`config.mk`:
```
export PLATFORM = sky130hd
export DESIGN_NAME = rr_arbiter8
export DESIGN_NICKNAME = d
export VERILOG_FILES = /design/src/rtl/rr_arbiter8.sv
export SDC_FILE = /design/constraint.sdc
export NUM_CORES = 1
export LEC_CHECK = 0
export ABC_AREA = 1
export CORE_UTILIZATION = 39
export DETAILED_ROUTE_END_ITERATION = 7
export PLACE_DENSITY = 0.65
export SYNTH_ARGS = -nofsm -noshare
export SYNTH_HDL_FRONTEND = slang
export SYNTH_SLANG_ARGS = --single-unit
```
`constraint.sdc`:
```
create_clock -name clk -period 7.2 [get_ports clk]
set_input_delay 1.08 -clock clk [delete_from_list [all_inputs] [get_ports clk]]
set_output_delay 1.08 -clock clk [all_outputs]
set_load 0.01 [all_outputs]
```
`src/rtl/rr_arbiter8.sv`:
```
// Round-robin arbiter: one registered one-hot grant among 8 requesters, held until release.
// Latency: a request sampled at edge k is granted after edge k; one idle cycle between grants.
// Backpressure: the owner holds the grant until done, request drop, or hold timeout.
module rr_arbiter8 #(
    parameter int N_REQ    = 8,
    parameter int IDX_W    = 3,
    parameter int MAX_HOLD = 16,
    parameter int CNT_W    = 4
) (
    input  logic             clk,
    input  logic             rst_n,
    input  logic             arb_en,
    input  logic [N_REQ-1:0] req,
    input  logic             done,
    output logic [N_REQ-1:0] grant,
    output logic [IDX_W-1:0] grant_idx,
    output logic             grant_valid,
    output logic             timeout
);

    typedef enum logic {
        IDLE  = 1'b0,
        GRANT = 1'b1
    } state_t;

    state_t           state;
    logic [IDX_W-1:0] ptr;
    logic [CNT_W-1:0] hold_cnt;

    logic [IDX_W-1:0] winner;
    logic [IDX_W-1:0] cand;
    logic             found;
    logic             hold_exp;
    logic             owner_rel;

    // Scan from ptr upward (mod N_REQ); the first asserted request wins.
    always_comb begin
        winner = '0;
        cand   = '0;
        found  = 1'b0;
        for (int i = 0; i < N_REQ; i++) begin
            cand = ptr + IDX_W'(i);
            if (!found && req[cand]) begin
                winner = cand;
                found  = 1'b1;
            end
        end
    end

    // Release causes: owner-driven (done / request drop) versus forced hold expiry.
    always_comb begin
        owner_rel = done || !req[grant_idx];
        hold_exp  = (MAX_HOLD != 0) && (hold_cnt == CNT_W'(MAX_HOLD - 1));
    end

    // Grant FSM with registered outputs; timeout only when expiry alone forces release.
    always_ff @(posedge clk) begin
        if (!rst_n) begin
            state       <= IDLE;
            ptr         <= '0;
            hold_cnt    <= '0;
            grant       <= '0;
            grant_idx   <= '0;
            grant_valid <= 1'b0;
            timeout     <= 1'b0;
        end else begin
            timeout <= 1'b0;
            case (state)
                IDLE: begin
                    if (arb_en && found) begin
                        state       <= GRANT;
                        grant       <= N_REQ'(1) << winner;
                        grant_idx   <= winner;
                        grant_valid <= 1'b1;
                        hold_cnt    <= '0;
                    end
                end
                GRANT: begin
                    if (owner_rel || hold_exp) begin
                        state       <= IDLE;
                        grant       <= '0;
                        grant_idx   <= '0;
                        grant_valid <= 1'b0;
                        ptr         <= grant_idx + IDX_W'(1);
                        timeout     <= !owner_rel;
                    end else begin
                        hold_cnt <= hold_cnt + CNT_W'(1);
                    end
                end
                default: begin
                    state <= IDLE;
                end
            endcase
        end
    end

endmodule
```
==> run summary, run 1 <==
The slowest stage of the critical path is the sky130_fd_sc_hd__dfxtp_1 cell. At the worst endpoint, the required time is 7350 ps. The clock network power share was 0.161. In this design, the critical path's most frequently occurring cell is sky130_fd_sc_hd__nand2_1. Input and output buffers added on the ports amount to 24.

The tools report the number of levels the H-tree was split into as 1. The Yosys step of the flow raised 0 warnings. The tools report the fraction of the yosys area taken by sequential cells as 0.219.

The run gives 51 as the violation count after the first detailed-routing iteration. The tools report the sum of negative setup slack as 0 ps. The logs give 268 for the number of instances in the synthesized netlist and 0.288 for the power share of the sequential group. The count of fill cells added during filler insertion was 472. The total design power came out at 0.495 mW. Clock skew on the completed layout was measured at 8.58 ps. The logs give 0.263 mW for the total internal power and 3290 ps for the arrival time of data at the critical path endpoint. The count of cells resized by post-cts repair came out at 0. The core box area was 0.00472 mm²; the count of maximum capacitance violations was 0.

After the last flow step, the layout net total stands at 308. The later pin in the worst-skew pair is clocked with a latency of 270 ps. Setup violations remaining at the end of the flow were counted as 0.

The area share of xor/xnor cells in the synthesized design was 0.0398. The worst hold path begins at grant[1]. TritonCTS built the clock tree. For the sum of overflow across all layers after global routing, the log shows 0.

For the register-to-register setup slack, the log shows 4050 ps. Summed over all nets, the switching power comes to 0.232 mW. Counting flops with a built-in enable in the synthesized netlist gives 0. Before antenna repair, the detailed router went through 4 iterations.

The remaining max-slew budget at the tightest pin is 0.608. The run finished with clean final reports. The max-slew violation total from the final report was 0; the sink count of the clock tree was 21. Setup repair after global routing left no endpoint under its margin. The largest stage delay on the critical path is 630 ps.

In the post-synthesis netlist, the cell with the most instances is sky130_fd_sc_hd__nand2_1. In the final routed layout, each cell accounts on average for 11.9 µm. The switching share of total power was 0.469. 25 I/O pins were placed.

The post-CTS clock slew at the launch and capture registers of the worst setup and hold paths was 80 ps. The total number of placement rows is 25, and the count of inserted antenna diode cells is 0. Synthesis produced a netlist with a net count of 284.

Top-area cell type share of the netlist area: 0.219. The run gives 0.406 as the initial standard-cell utilization of the core. The final-report hold violation count came out at 0.

The floorplan step set the die height to 72.1 µm. sky130_fd_sc_hd__dfxtp_1 takes more of the synthesized area than any other cell. The synthesized-area fraction occupied by adder cells was 0.0261; the growth of design area from synthesis to finish was 16.7%. The number of remaining DRC errors was 0; the proportion of synthesized area in mux cells was 0.00523. The final critical-path required period was 3150 ps. Averaged over all synthesized cells, the footprint is 7.15 µm². The worst-case IR drop observed on VDD is 0.105 mV.

The run gives 18 as the largest net degree at the start of global routing. The maximum fanout along the worst path came out at 11. The startpoint of the lowest-slack register-to-register path is ptr[0]. The signal on the critical path passes through inv_4 -> ha_1 -> inv_2 -> nand3_1 -> nand2_1 -> o21ai_4 -> inv_2 -> nor2_2 -> nand2_1 -> nand2_1 -> nand2_1 -> o21ai_2 -> nand2_1 -> nand2_2 -> nor2_1 -> nor2_1 -> nor2_1.

For the remaining antenna violation count after routing, the log shows 0. The number of setup buffers added after CTS is 0. The flop and latch count out of synthesis was 21; the upper clock frequency limit was 317 MHz. The die extent in x is 72.1 µm. CTS placed an instance of sky130_fd_sc_hd__clkbuf_8 at the clock tree root. Summing over every cut layer, the via total after detailed routing is 1,700. At the pin with the least slew margin, the transition time is 585 ps. The clock passes through at most 2 buffers.

The first global-routing pass estimated 7.49 mm of wire. The kind of critical path was flip-flop to flip-flop. The total power divided by cell area is 222 mW/mm², and the share of synthesized registers carrying an async set or reset is 0. The die footprint was 0.00520 mm²; the count of cell types in the netlist was 39. The HPWL after detailed placement is 3.48 mm. The path class of the tightest hold or removal check is flip-flop to flip-flop.

The aggregate global-route resource usage is 0.180. The initial antenna violation count came out at 0. The period utilization was 0.437.

The area fraction in compound gates after synthesis was 0.103; the vias per cell was 4.75. The cell area after synthesis was 0.00192 mm². Wires add up to 4.27 mm. The start point of the critical path is ptr[0]. For the number of global-route vias before repair, the log shows 1,643. Sorting the synthesized cells by area gives the leading types as sky130_fd_sc_hd__dfxtp_1 (22%), sky130_fd_sc_hd__nand2_1 (11%), sky130_fd_sc_hd__nor2_1 (7.8%). For the fraction of power consumed by combinational cells, the log shows 0.551. At the end of routability-driven placement, the weighted congestion stood at 0.881.

The number of clock buffers added by TritonCTS is 3. The tools report the type of origin of the critical path as a flip-flop. The tools report the kind of end point of the critical path as a flip-flop. The number of hold buffers added after CTS came out at 0.

The static leakage is 0.943 nW, and the simple-gate portion of the synthesized area is 0.516. Among all flip-flop cells after synthesis, the most frequent one is sky130_fd_sc_hd__dfxtp_1. The layout cell share with drive strength beyond 1 is 0.230. The commonest cells after synthesis are sky130_fd_sc_hd__nand2_1 (54), sky130_fd_sc_hd__nor2_1 (40), sky130_fd_sc_hd__nand3_1 (25), sky130_fd_sc_hd__dfxtp_1 (21), sky130_fd_sc_hd__inv_1 (19).

Largest family of logic cells by synthesized area: simple AND/OR/NAND/NOR gates.
==> power groups by stage <==
| stage | sequential, mW | clock, mW | combinational, mW |
|---|---|---|---|
| 6_report | 0.143 | 0.0795 | 0.273 |
| 5_1_grt | 0.145 | 0.0841 | 0.306 |
| 4_1_cts | 0.143 | 0.0812 | 0.275 |
| 3_5_place_dp | 0.146 | 0 | 0.273 |
| 3_3_place_gp | 0.146 | 0 | 0.270 |
| 2_1_floorplan | 0.142 | 0 | 0.216 |
==> cell usage in the layout (no fill, tap or decap), types with 8 or more instances in the layout <==
master | netlist | final
sky130_fd_sc_hd__nor2_1 | 40 | 40
sky130_fd_sc_hd__nand2_4 | 9 | 9
sky130_fd_sc_hd__nand3_2 | 13 | 13
sky130_fd_sc_hd__dfxtp_1 | 21 | 21
sky130_fd_sc_hd__nand2_2 | 8 | 8
sky130_fd_sc_hd__clkdlybuf4s50_1 | 0 | 24
sky130_fd_sc_hd__inv_1 | 19 | 19
sky130_fd_sc_hd__nand3_1 | 25 | 25
sky130_fd_sc_hd__nand2_1 | 54 | 54
sky130_fd_sc_hd__a21oi_1 | 14 | 14
==> final timing paths <==
check,to,cells past startpoint
max,grant[6],17
min,grant[1],2
max reg2reg,grant[6],17
min reg2reg,grant[1],2
==> sequential cells by signal, indices dropped and copies added, names as in the netlist <==
name and count:
grant_valid 1, ptr 3, grant 8, hold_cnt 4
state 1, grant_idx 3, timeout 1
==> worst max-delay path: cells and delay by family, from the launching register on <==
kind	cells	cell delay, ps
AO/OA/AOI/OAI	2	410
adder cells (fa/ha/maj)	1	570
buffers and inverters	3	460
flip-flops	1	630
AND/OR/NAND/NOR	11	970
==> area by class of cell <==
type | instances | area (µm²) | share of cell area
multi-input cells | 211 | 1320 | 0.591
flip-flops and latches | 21 | 420 | 0.188
repair buffers | 24 | 240 | 0.107
inverters | 31 | 123 | 0.0548
well taps | 67 | 83.8 | 0.0375
clock buffers | 3 | 41.3 | 0.0185
clock inverters | 1 | 5.00 | 0.00224
==> cell families (layout without fill, tap and decap cells) <==
logic type / after synthesis / in the layout
and+or+nand+nor: 169 / 169
DFF: 21 / 21
AOI/OAI and AO/OA: 30 / 30
adders and majority gates: 4 / 4
muxes: 1 / 1
xor gates and xnor gates: 7 / 7
buffers and inverters: 36 / 59
==> stage by stage <==
stage | std cells | hold slack, ps | cell area, µm² | setup WS, ps | utilization
after global placement | 354 | 461 | 2190 | 3870 | 0.464
after floorplan | 268 | 453 | 1920 | 4710 | -
after detailed placement | 354 | 461 | 2190 | 3850 | 0.464
after CTS | 358 | 474 | 2240 | 4040 | 0.473
after global routing | 358 | 497 | 2240 | 3750 | 0.473
final | 358 | 469 | 2240 | 4050 | 0.473
==> layer usage <==
metal | global-route usage | vias up | part of all wire
met3 | 0.0111 | 5 | 0.020
met1 | 0.237 | 760 | 0.48
met2 | 0.320 | 20 | 0.49
met4 | 0.0458 | 0 | 0.011
li1 | - | 915 | -
met5 | 0 | - | 0
Note: power is estimated with default switching activity, not from simulation.
==> inputs of run 2 (changes only) <==
Clock period 7.2 ns to 3.2 ns, I/O delays scaled along.
==> run summary, run 2 (synthesis results as in run 1) <==
Setup violations remaining at the end of the flow were counted as 0. After routing, the total negative slack on setup checks comes to 0 ps. Initial standard-cell utilization of the core: 0.406.

The kind of critical path is flip-flop to flip-flop. The tools report the number of cells in the design after placement as 356. The type of the worst min-delay path is flip-flop to flip-flop. The transition at the pin with the smallest max-transition slack works out to 559 ps. The tools report the remaining antenna violation count after routing as 0. The growth of design area from synthesis to finish works out to 17.5%. The worst register-to-register path begins at ptr[1]. For the worst setup path, the data required time is 3340 ps.

In the layout the commonest cells are sky130_fd_sc_hd__nand2_1 (54), sky130_fd_sc_hd__nor2_1 (40), sky130_fd_sc_hd__nand3_1 (25), sky130_fd_sc_hd__clkdlybuf4s50_1 (24), sky130_fd_sc_hd__dfxtp_1 (21). Clock tree synthesis selected as its root buffer the cell sky130_fd_sc_hd__clkbuf_8. The sum of routed wire length over all layers is 4.40 mm, and the final weighted congestion of routability-driven global placement is 0.913. The run gives 0 as the count of inserted antenna diode cells. Setup repair after global routing left no endpoint under its margin. Cell depth of the worst setup path: 17.

The clock net in this run drives a total of 21 sinks. In this design, the largest share of critical-path delay is due to simple AND/OR/NAND/NOR gates. On the worst path, the slowest cell contributes a delay of 560 ps. The die is 72.1 µm wide.

The logs give 1,566 for the number of global-route vias before repair and 0 for the initial antenna violation count. The die footprint was 0.00520 mm². TritonCTS built the clock tree. The later pin in the worst-skew pair is clocked with a latency of 260 ps. The number of levels the H-tree was split into is 1, and the final instance count without filler cells is 360. For the upper clock frequency limit, the log shows 344 MHz. The first detailed-routing pass ran for 4 iterations. The tools report the maximum clock path buffer count as 2. Maximum fanout along the worst path: 10. The largest net degree at the start of global routing came out at 18. Kind of end point of the critical path: a flip-flop. The wire-length estimate of the detail-placed layout is 3.62 mm. The period utilization was 0.909. The signal on the critical path passes through inv_2 -> ha_1 -> inv_2 -> nand3_1 -> nand2_1 -> o21ai_4 -> inv_2 -> nor2_2 -> nand2_1 -> nand2_1 -> nand2_1 -> o21ai_2 -> nand2_1 -> nand2_2 -> nor2_1 -> nor2_1 -> nor2_1. Dividing the detail-routed via count by the number of cells gives 4.81.

The remaining max-slew budget at the tightest pin was 0.626. The detailed router placed 1,732 vias in this run. In this run the standard cell core region covers 0.00472 mm². The register-to-register setup slack is 290 ps, and the average wire length per cell after detail routing is 12.2 µm.

STA classifies the critical path startpoint as a flip-flop. For this design, the slowest cell found on the critical path is sky130_fd_sc_hd__dfxtp_1. The final-report hold violation count is 0, and the largest clock skew in the final design is 6.58 ps. In this run the static leakage power is 0.953 nW. The die is 72.1 µm tall.

The library cell used most frequently in the layout, excluding fill and tap cells, is sky130_fd_sc_hd__nand2_1. For this design the ratio of total power to cell area is 498 mW/mm². The total overflow left after global routing is 0. IR analysis of the VDD net gives a maximum drop of 0.258 mV. Counting I/O delays and the setup requirement, the final critical path takes 2910 ps.

Row generation in the floorplan step produced 25 rows. TritonCTS created 3 clock buffers. The wire length of the first global-routing pass was 7.31 mm; the final instance area was 0.00225 mm².

The count of maximum capacitance violations is 0. The register with the most flip-flops in the layout has 8 of them. During placement, the flow inserted port buffers numbering 24.

The number of buffers and inverters on the critical path was 3. The total design power came out at 1.12 mW. The number of cells on the worst reg-to-reg path is 17.

The worst register-to-register path ends at grant[4]. The tools report the arrival time of data at the critical path endpoint as 3050 ps. End point of the critical path: grant[4]. The register with the most flip-flops in the final layout is grant. The max-slew violation total from the final report is 0. For the aggregate global-route resource usage, the log shows 0.180. In this design, the critical path's most frequently occurring cell is sky130_fd_sc_hd__nand2_1. Summing all placed instances gives a cell area of 0.00220 mm². The number of hold buffers added after CTS is 0.

The run finished with clean final reports. 25 I/O pins were placed. The first routing iteration left 154 violations. The layout cell share with drive strength beyond 1 was 0.235; the number of nets in the final layout was 310.

Post-CTS timing repair inserted 0 buffers for setup. For this run, design rule violations remaining after detail routing come to 0. In this run the worst setup path begins at ptr[1]. The post-CTS clock slew at the launch and capture registers of the worst setup and hold paths came out at 80 ps. Once the clock tree was built, the resizer swapped 0 gates to a different size. The largest registers in the layout are grant (8), hold_cnt (4).
## run 2: changes by cell type in the layout (fill, tap and decap cells not counted), sizes merged
cell / before / now
buf: 0 / 2
## run 2: worst min path at each step
stage	startpoint	to	cells after the start
after global routing	grant[3]	grant[3]	2
after floorplan	hold_cnt[0]	hold_cnt[0]	1
after global placement	grant[1]	grant[1]	2
after CTS	grant[1]	grant[1]	2
after detailed placement	grant[1]	grant[1]	2
final	grant[1]	grant[1]	2
## run 2: power breakdown
part,internal [mW],leakage (nW),switching [mW]
logic,0.225,0.757,0.404
clock network,0.0868,0.0255,0.0886
registers,0.287,0.171,0.0294
total,0.598,0.953,0.522
## run 2: stage by stage
step                hold WS [ps]  utilization  setup slack [ps]
floorplan                    453            -               711
global placement             459        0.467               385
detailed placement           461        0.467               340
CTS                          472        0.477               303
global route                 508        0.477              47.3
finish                       468        0.477               291
## run 2: worst min-delay path, stage by stage (launching register included)
cell,delay (ps)
sky130_fd_sc_hd__dfxtp_1,310
sky130_fd_sc_hd__nand2_1,60
sky130_fd_sc_hd__a21oi_1,50
## run 2: final cells by class
type | instances | area (µm²)
clock inverter | 1 | 5.00
inverter | 31 | 123
fill | 474 | 2470
multi-input combinational | 211 | 1320
tap | 67 | 83.8
timing repair buffer | 26 | 255
sequential | 21 | 420
clock buffer | 3 | 41.3
## run 2: per-layer routing
| metal | vias up | GRT usage | routed length [µm] |
|---|---|---|---|
| met4 | 0 | 0.0959 | 173 |
| met5 | - | 0 | 0 |
| met2 | 41 | 0.288 | 1990 |
| li1 | 921 | - | - |
| met3 | 16 | 0.0208 | 129 |
| met1 | 754 | 0.239 | 2100 |
